==> config.mk <==
export PLATFORM = sky130hd
export DESIGN_NAME = sample_capture
export DESIGN_NICKNAME = d
export VERILOG_FILES = /design/src/rtl/sample_capture_pkg.sv /design/src/rtl/sample_capture_trigger_detect.sv /design/src/rtl/sample_capture.sv
export SDC_FILE = /design/constraint.sdc
export NUM_CORES = 1
export LEC_CHECK = 0
export ABC_AREA = 1
export CAP_MARGIN = 5
export CORE_MARGIN = 2
export CORE_UTILIZATION = 60
export CTS_BUF_LIST = sky130_fd_sc_hd__clkbuf_8
export CTS_CLUSTER_DIAMETER = 200
export DETAILED_ROUTE_END_ITERATION = 10
export PLACE_DENSITY = 0.89
export SYNTH_ARGS = -nofsm -noshare
export SYNTH_HDL_FRONTEND = slang
export SYNTH_HIERARCHICAL = 1
export SYNTH_SLANG_ARGS = --single-unit
==> constraint.sdc <==
create_clock -name clk_50mhz -period 6.1 [get_ports clk_50mhz]
set_clock_uncertainty 0.05 [all_clocks]
set_input_delay 1.22 -clock clk_50mhz [delete_from_list [all_inputs] [get_ports clk_50mhz]]
set_output_delay 1.22 -clock clk_50mhz [all_outputs]
set_load 0.02 [all_outputs]
==> src/rtl/sample_capture_pkg.sv <==
// Shared types and constants for the triggered sample capture front end.
package sample_capture_pkg;

  typedef enum logic [2:0] {
    ST_IDLE      = 3'd0,
    ST_PRIME     = 3'd1,
    ST_WAIT_TRIG = 3'd2,
    ST_CAPTURE   = 3'd3,
    ST_DONE      = 3'd4
  } capture_state_t;

  localparam logic SLOPE_RISING  = 1'b0;
  localparam logic SLOPE_FALLING = 1'b1;

endpackage

==> src/rtl/sample_capture_trigger_detect.sv <==
// Level-crossing detector: keeps the previous valid sample and flags a
// crossing of the latched level on the selected slope. Equality on both
// sides of the level never counts as a crossing.
module trigger_detect
  import sample_capture_pkg::*;
#(
  parameter int DATA_W = 8
) (
  input  logic              clk_50mhz,
  input  logic              reset,
  input  logic              clear,
  input  logic              sample_valid,
  input  logic [DATA_W-1:0] sample_data,
  input  logic [DATA_W-1:0] level,
  input  logic              slope,
  output logic              hit
);

  logic [DATA_W-1:0] prev_q;
  logic [DATA_W-1:0] prev_d;
  logic              rise_s;
  logic              fall_s;

  // Next previous-sample value: cleared while idle, refreshed on every valid sample.
  always_comb begin
    prev_d = prev_q;
    if (clear) begin
      prev_d = '0;
    end else if (sample_valid) begin
      prev_d = sample_data;
    end else begin
      prev_d = prev_q;
    end
  end

  // Previous-sample register.
  always_ff @(posedge clk_50mhz) begin
    if (reset) begin
      prev_q <= '0;
    end else begin
      prev_q <= prev_d;
    end
  end

  assign rise_s = (prev_q < level) && (sample_data >= level);
  assign fall_s = (prev_q > level) && (sample_data <= level);
  assign hit    = sample_valid && ((slope == SLOPE_FALLING) ? fall_s : rise_s);

endmodule

==> src/rtl/sample_capture.sv <==
// Triggered acquisition front end. After arm it primes on one sample, waits
// for a level crossing, then writes 2^ADDR_W decimated samples to the sample
// RAM from address 0 and pulses done.
// Optional forced trigger after AUTO_TRIG_CYCLES in WAIT_TRIG is enabled by
// defining SAMPLE_CAPTURE_AUTO_TRIG_EN.
module sample_capture
  import sample_capture_pkg::*;
#(
  parameter int DATA_W           = 8,
  parameter int ADDR_W           = 8,
  parameter int DECIM_W          = 16,
  parameter int AUTO_TRIG_CYCLES = 5000000
) (
  input  logic               clk_50mhz,
  input  logic               reset,
  input  logic               arm,
  input  logic [DATA_W-1:0]  trig_level,
  input  logic               trig_slope,
  input  logic [DECIM_W-1:0] decim,
  input  logic [DATA_W-1:0]  adc_data,
  input  logic               adc_valid,
  output logic [ADDR_W-1:0]  mem_addr,
  output logic [DATA_W-1:0]  mem_wdata,
  output logic               mem_we,
  output logic               busy,
  output logic               triggered,
  output logic               done
);

  capture_state_t     state_q, state_d;
  logic [DATA_W-1:0]  level_q, level_d;
  logic               slope_q, slope_d;
  logic [ADDR_W-1:0]  wr_addr_q, wr_addr_d;
  logic [DECIM_W-1:0] dec_cnt_q, dec_cnt_d;
  logic [ADDR_W-1:0]  mem_addr_q, mem_addr_d;
  logic [DATA_W-1:0]  mem_wdata_q, mem_wdata_d;
  logic               mem_we_q, mem_we_d;
  logic               busy_q, busy_d;
  logic               triggered_q, triggered_d;
  logic               done_q, done_d;

  logic               hit_s;
  logic               det_valid_s;
  logic               det_clear_s;
  logic               trig_take_s;
  logic               dec_bypass_s;
  logic               dec_wrap_s;
  logic               last_wr_s;

  assign det_valid_s = adc_valid && ((state_q == ST_PRIME) || (state_q == ST_WAIT_TRIG));
  assign det_clear_s = (state_q == ST_IDLE);

  trigger_detect #(.DATA_W(DATA_W)) u_trigger_detect (
    .clk_50mhz    (clk_50mhz),
    .reset        (reset),
    .clear        (det_clear_s),
    .sample_valid (det_valid_s),
    .sample_data  (adc_data),
    .level        (level_q),
    .slope        (slope_q),
    .hit          (hit_s)
  );

`ifdef SAMPLE_CAPTURE_AUTO_TRIG_EN
  localparam int AT_W = (AUTO_TRIG_CYCLES > 1) ? $clog2(AUTO_TRIG_CYCLES) : 1;
  logic [AT_W-1:0] at_cnt_q, at_cnt_d;
  logic            timeout_s;

  assign timeout_s = (at_cnt_q == AT_W'(AUTO_TRIG_CYCLES - 1));

  // Timeout counter: zero outside WAIT_TRIG, counts WAIT_TRIG cycles and holds at the limit.
  always_comb begin
    at_cnt_d = at_cnt_q;
    if (state_q != ST_WAIT_TRIG) begin
      at_cnt_d = '0;
    end else if (!timeout_s) begin
      at_cnt_d = at_cnt_q + AT_W'(1);
    end else begin
      at_cnt_d = at_cnt_q;
    end
  end

  // Timeout counter register.
  always_ff @(posedge clk_50mhz) begin
    if (reset) begin
      at_cnt_q <= '0;
    end else begin
      at_cnt_q <= at_cnt_d;
    end
  end

  assign trig_take_s = adc_valid && (hit_s || timeout_s);
`else
  assign trig_take_s = hit_s;
`endif

  // decim of 0 or 1 keeps every sample.
  assign dec_bypass_s = (decim <= DECIM_W'(1));
  assign dec_wrap_s   = dec_bypass_s ||
                        (({1'b0, dec_cnt_q} + (DECIM_W+1)'(1)) >= {1'b0, decim});
  // The final write is on the outputs this cycle; no further samples are taken.
  assign last_wr_s    = mem_we_q && (mem_addr_q == {ADDR_W{1'b1}});

  // FSM next state, decimation, addressing and registered output values.
  always_comb begin
    state_d     = state_q;
    level_d     = level_q;
    slope_d     = slope_q;
    wr_addr_d   = wr_addr_q;
    dec_cnt_d   = dec_cnt_q;
    mem_addr_d  = mem_addr_q;
    mem_wdata_d = mem_wdata_q;
    mem_we_d    = 1'b0;
    triggered_d = triggered_q;
    done_d      = 1'b0;
    case (state_q)
      ST_IDLE: begin
        mem_addr_d = '0;
        wr_addr_d  = '0;
        dec_cnt_d  = '0;
        if (arm) begin
          level_d     = trig_level;
          slope_d     = trig_slope;
          triggered_d = 1'b0;
          state_d     = ST_PRIME;
        end else begin
          state_d = ST_IDLE;
        end
      end
      ST_PRIME: begin
        if (adc_valid) begin
          state_d = ST_WAIT_TRIG;
        end else begin
          state_d = ST_PRIME;
        end
      end
      ST_WAIT_TRIG: begin
        if (trig_take_s) begin
          triggered_d = hit_s;
          state_d     = ST_CAPTURE;
          mem_we_d    = 1'b1;
          mem_addr_d  = '0;
          mem_wdata_d = adc_data;
          wr_addr_d   = ADDR_W'(1);
          dec_cnt_d   = dec_bypass_s ? '0 : DECIM_W'(1);
        end else begin
          state_d = ST_WAIT_TRIG;
        end
      end
      ST_CAPTURE: begin
        if (last_wr_s) begin
          state_d = ST_DONE;
          done_d  = 1'b1;
        end else if (adc_valid) begin
          dec_cnt_d = dec_wrap_s ? '0 : (dec_cnt_q + DECIM_W'(1));
          if (dec_cnt_q == '0) begin
            mem_we_d    = 1'b1;
            mem_addr_d  = wr_addr_q;
            mem_wdata_d = adc_data;
            wr_addr_d   = wr_addr_q + ADDR_W'(1);
          end else begin
            mem_we_d = 1'b0;
          end
        end else begin
          state_d = ST_CAPTURE;
        end
      end
      ST_DONE: begin
        mem_addr_d = '0;
        state_d    = ST_IDLE;
      end
      default: begin
        state_d = ST_IDLE;
      end
    endcase
    busy_d = (state_d != ST_IDLE);
  end

  // State and output registers.
  always_ff @(posedge clk_50mhz) begin
    if (reset) begin
      state_q     <= ST_IDLE;
      level_q     <= '0;
      slope_q     <= SLOPE_RISING;
      wr_addr_q   <= '0;
      dec_cnt_q   <= '0;
      mem_addr_q  <= '0;
      mem_wdata_q <= '0;
      mem_we_q    <= 1'b0;
      busy_q      <= 1'b0;
      triggered_q <= 1'b0;
      done_q      <= 1'b0;
    end else begin
      state_q     <= state_d;
      level_q     <= level_d;
      slope_q     <= slope_d;
      wr_addr_q   <= wr_addr_d;
      dec_cnt_q   <= dec_cnt_d;
      mem_addr_q  <= mem_addr_d;
      mem_wdata_q <= mem_wdata_d;
      mem_we_q    <= mem_we_d;
      busy_q      <= busy_d;
      triggered_q <= triggered_d;
      done_q      <= done_d;
    end
  end

  assign mem_addr  = mem_addr_q;
  assign mem_wdata = mem_wdata_q;
  assign mem_we    = mem_we_q;
  assign busy      = busy_q;
  assign triggered = triggered_q;
  assign done      = done_q;

endmodule

; Word level (Yosys, flattened, before mapping)
; Cells that the tools add are included.
[word_totals]
reg_bits = 64
[op_classes]
n_addsub = 3
muxes = 37
eq_ne = 10
n_reduce_logical = 23
n_bitwise = 1
order_cmp = 6
[ops]
columns = cell, n
row1 = 2-to-1 mux 8 bit, 12
row2 = 2-to-1 mux 16 bit, 4
row3 = one-hot mux 16 bit (3 select lines), 1
row4 = one-hot mux 8 bit (3 select lines), 2
row5 = adder 16 x 1 -> 17 bit (second input constant), 1
row6 = >= comparator 17 x 16 -> 1 bit, 1
row7 = adder 16 x 1 -> 16 bit (second input constant), 1
row8 = less-or-equal comparator 16 x 1 -> 1 bit (second input constant), 1
row9 = zero test 16 bit, 1
row10 = one-hot mux 8 bit (2 select lines), 1
row11 = AND reduction 5 bit, 3
row12 = one-hot mux 3 bit (4 select lines), 1
row13 = 2-to-1 mux 1 bit, 11
row14 = inequality test 2 bit (second input constant), 5
row15 = nonzero test 3 bit, 3
row16 = adder 8 x 1 -> 8 bit (second input constant), 1
row17 = == test 8 bit (second input constant), 1
row18 = >= comparator 8 bit, 1
row19 = > comparator 8 bit, 1
row20 = less-or-equal comparator 8 bit, 1
row21 = less-than comparator 8 bit, 1
row22 = == test 3 x 2 -> 1 bit (second input constant), 2
row23 = 2-to-1 mux 3 bit, 2
row24 = OR reduction 2 bit, 3
row25 = other kinds (12), 19

; Logic depth before layout (Yosys ltp)
[logic_depth]
word_depth = 7
mapped_depth = 24
ltp_nobuf = 24

; By module
; The synthesis kept the hierarchy.
[by_module_without_submodules]
columns = mod, cells_each, area_per_inst_um2, instances, seq_area_each_um2
row1 = sample_capture, 478, 3264.4, 1, 1121.1
row2 = trigger_detect, 114, 758.2, 1, 160.2

; Worst setup path after synthesis
; Ideal clock, no wire load.
[synth_timing]
path_kind = in2reg
from = in adc_data[7]
to = reg wr_addr_q[3]
arrival_ns = 2.835
setup_ns = 0.113
slack_ns = 3.102
t_required_ns = 5.937
cell_stages = 20
path_cell_list = ha_1 > nand2_2 > nor2_4 > nand4_2 > nand3_1 > nand2_1 > nand2_1 > nand2_1 > nor2_1 > inv_1 > nand2_1 > nand2_2 > inv_4 > nand2_8 > inv_2 > nand2_4 > nor2_1 > nand2_1 > nand2_1 > nor2_1
[synth_via]
elab_chain_len = 6
[synth_lines]
columns = item, line
row1 = from (decl), sample_capture.sv:20  ; input logic [DATA_W-1:0] adc_data,
row2 = >= comparator 8 bit / less-or-equal comparator 8 bit (equally long branches), "sample_capture_trigger_detect.sv:45, sample_capture_trigger_detect.sv:46"
row3 = logical AND 1 bit (on tied branches), "sample_capture_trigger_detect.sv:45, sample_capture_trigger_detect.sv:46"
row4 = 2-to-1 mux 1 bit *, sample_capture_trigger_detect.sv:47  ; assign hit = sample_valid && ((slope == SLOPE_FALLING) ? fall_s : rise_s);
row5 = logical AND 1 bit *, sample_capture_trigger_detect.sv:47
row6 = net hit_s, sample_capture.sv:42  ; logic hit_s;
row7 = inequality test 2 bit (no source line) *, -
row8 = AND reduction 5 bit (no source line) *, -
row9 = to (signal assigned), sample_capture.sv:197  ; wr_addr_q <= wr_addr_d;
row10 = to (decl), sample_capture.sv:33  ; logic [ADDR_W-1:0] wr_addr_q, wr_addr_d;
; The timed path passes the listed nets; every way through them passes the cells marked *.
; A chain may end at the register's enable or synchronous reset.

; Worst setup path in the final report
[layout_timing]
from = in adc_data[3]
to = reg wr_addr_q[6]
; The elaborated chain is that of the path after synthesis.

==> flow_metrics.env <==
export IMPL_yosysTopAreaCell="dfxtp_1"
export IMPL_io_pins=57
export IMPL_p_int_uw=770
export IMPL_grt_pass1_vias=3964
export IMPL_grt_overflow=0
export IMPL_grt_pass1_wl_um=17900
export IMPL_clkSinkCount=64
export IMPL_worst_ir_drop_vdd_uv=173
export IMPL_ys_seq_area_share_pct=31.9
export IMPL_wirelength_um=10500
export IMPL_synthTopCellsByCount="nand2_1, inv_1, nor2_1"
export IMPL_path_clk_slew_ps=80
export IMPL_p_switching_uw=325
export IMPL_final_nets=716
export IMPL_synth_cell_types=37
export IMPL_drt_pass1_iter_count=8
export IMPL_arrival_ps=3710
export IMPL_worst_setup_path_type="in2reg"
export IMPL_leakage_uw=0.00216
export IMPL_hold_class="reg2reg"
export IMPL_postCtsSetupRepairBufs=0
export IMPL_cts_buffers=9
export IMPL_finalCritPeriodShare_pct=57.8
export IMPL_crit_top_cell="nand2_1"
export IMPL_pwr_share_clk_pct=37.3
export IMPL_regArea_mm2=0.00128
export IMPL_antenna_found_initial=0
export IMPL_switching_share_pct=29.6
export IMPL_holdBufCountCts=0
export IMPL_syn_nets=664
export IMPL_finalSetupViolations=0
export IMPL_grt_use_total_pct=30.0
export IMPL_async_flop_share_pct=0
export IMPL_placed_cells=710
export IMPL_gp_congestion=0.895
export IMPL_crit_required_ps=6290
export IMPL_synth_seq_cells=64
export IMPL_power_per_cell_area_mw_per_mm2=227
export IMPL_rsz0062_at_grt="false"
export IMPL_syn2layout_area_growth_pct=19.9
export IMPL_coreArea_mm2=0.00642
export IMPL_ys_flop_type="dfxtp_1"
export IMPL_netlist_top_cells_area="dfxtp_1, nand2_1, ha_1"
export IMPL_drt_initial_drc_count=285
export IMPL_cts_resized=0
export IMPL_run_status="finished, violations left"
export IMPL_drive_gt1_share_pct=6.63
export IMPL_cts_tree="yes"
export IMPL_ys_warn_count=6
export IMPL_end_kind="register"
export IMPL_rows=29
export IMPL_finalHoldViolCount=0
export IMPL_cts_root_buf="clkbuf_8"
export IMPL_die_area_mm2=0.00738
export IMPL_netlist_instances=592
export IMPL_n_fill_cell=500
export IMPL_grt_max_degree=38
export IMPL_hold_slack_ps=416
export IMPL_cts_buffer_depth=2
export IMPL_violations="design-rule violations"
export IMPL_finalSetupTns_ps=0
export IMPL_max_cap_violations=0
export IMPL_cpPeakStageDelay_ps=450
export IMPL_port_buffers=56
export IMPL_ant_nets=0
export IMPL_start_util_pct=62.6
export IMPL_synth_most_common_cell="nand2_1"
export IMPL_critPathLaunchType="input port"
export IMPL_max_freq_mhz=284
export IMPL_route_detailed_drc=3
export IMPL_path_cells="clkdlybuf4s50_1, ha_1, nand2_1, inv_1, nand2_1, nand2_1, nand2_1, nand3_1, nand2_1, nand2_1, nand2_1, nor2_1, inv_1, nand2_1, nand2_2, inv_4, nand2_8, nor2_2, nand3_1, nand2_1, nor2_1"
export IMPL_vias=4069
export IMPL_avgSynthCellArea_um2=6.79
export IMPL_clk_latency_ps=340
export IMPL_htree_num_levels=3
export IMPL_vias_per_cell=5.60
export IMPL_diodes=0
export IMPL_max_slew_margin_pct=50.8
export IMPL_worstMarginPinSlew_ps=736
export IMPL_hpwl_um=7680
export IMPL_multiInputGateArea_mm2=0.00234
export IMPL_syn_area_mm2=0.00402
export IMPL_fin_cells=726
export IMPL_routedWlPerCell_um=14.4
export IMPL_synth_edff_count=0
export IMPL_pwr_share_seq_pct=41.4
export IMPL_pwr_share_comb_pct=21.3
export IMPL_crit_fanout=19
export IMPL_fp_dieW_um=85.9
export IMPL_synth_top_area_share_pct=31.9
export IMPL_slew_viol_final=0
export IMPL_cp_slowest_cell="clkdlybuf4s50_1"
export IMPL_die_h_um=85.9
export IMPL_min_period_ps=3530
## per-layer routing
layer  GRT usage, %  vias up  share of wire (%)
met5              0        -                  0
met4           12.3        0                2.9
li1               -     2005                  -
met2           49.3      200                 48
met3           5.39       40                6.9
met1           38.7     1824                 42
## final timing paths
path	start	to	slack (ps)	cells past startpoint
worst min register to register	level_q[2]$_SDFFE_PP0P_	level_q[2]$_SDFFE_PP0P_	420	2
worst min-delay path	level_q[2]$_SDFFE_PP0P_	level_q[2]$_SDFFE_PP0P_	420	2
worst max register to register	dec_cnt_q[0]$_SDFFE_PP0P_	dec_cnt_q[12]$_SDFFE_PP0P_	2860	15
worst max-delay path	adc_data[3]	wr_addr_q[6]$_SDFFE_PP0P_	2570	21
## cell usage in the layout, fill, tap and decap left out, types with 15 or more instances in the layout
cell             count
inv_1               77
nand2_1            148
nor2_1              73
ha_1                35
dfxtp_1             64
nand4_1             25
xor2_1              15
a21oi_1             56
nand3_1             26
clkdlybuf4s50_1     56
## cell type report
type	instances	share of cell area, %
Multi-Input combinational cell	429	48.5
Sequential cell	64	26.6
Timing Repair Buffer	57	11.8
Inverter	83	6.56
Clock buffer	10	2.85
Tap cell	77	2.00
Clock inverter	6	1.71
## flip-flops by register name, summed over array words and instances (netlist names)
signal	cells
dec_cnt_q	16
level_q	8
mem_addr	8
mem_wdata	8
u_trigger_detect/prev_q	8
wr_addr_q	8
state_q	3
busy	1
done	1
mem_we	1
slope_q	1
triggered	1
## kinds of logic (layout without fill, tap and decap cells)
kind of cell | Yosys count | count (layout) | synth area share, %
compound gates | 76 | 76 | 9.95
fa+ha+maj | 35 | 35 | 10.9
simple gates | 302 | 302 | 33.8
xor+xnor | 16 | 16 | 3.48
flops | 64 | 64 | 31.9
buf+inv | 99 | 156 | 9.98
## critical path, delay by kind of cell
family        cells  cell delay, ps
fa+ha+maj         1             340
buf+inv           4             700
simple gates     16            1430
## through the flow
step | worst slack, ps | util (%) | cell area [µm²] | total power, µW
final | 2570 | 75.1 | 4820 | 1100
after global routing | 2380 | 75.1 | 4820 | 1140
after CTS | 2600 | 75.1 | 4820 | 1090
after detailed placement | 2250 | 71.7 | 4600 | 687
after global placement | 2430 | 71.7 | 4600 | 678
after floorplan | 3100 | - | 4020 | 607
## power by group through the flow
stage / combinational [µW] / sequential [µW] / clock (µW)
after floorplan: 131 / 475 / 0
after global placement: 216 / 461 / 0
after detailed placement: 225 / 462 / 0
after CTS: 229 / 453 / 412
after global routing: 256 / 455 / 431
final: 233 / 454 / 408
No activity file was read; power rests on OpenSTA's default activity.
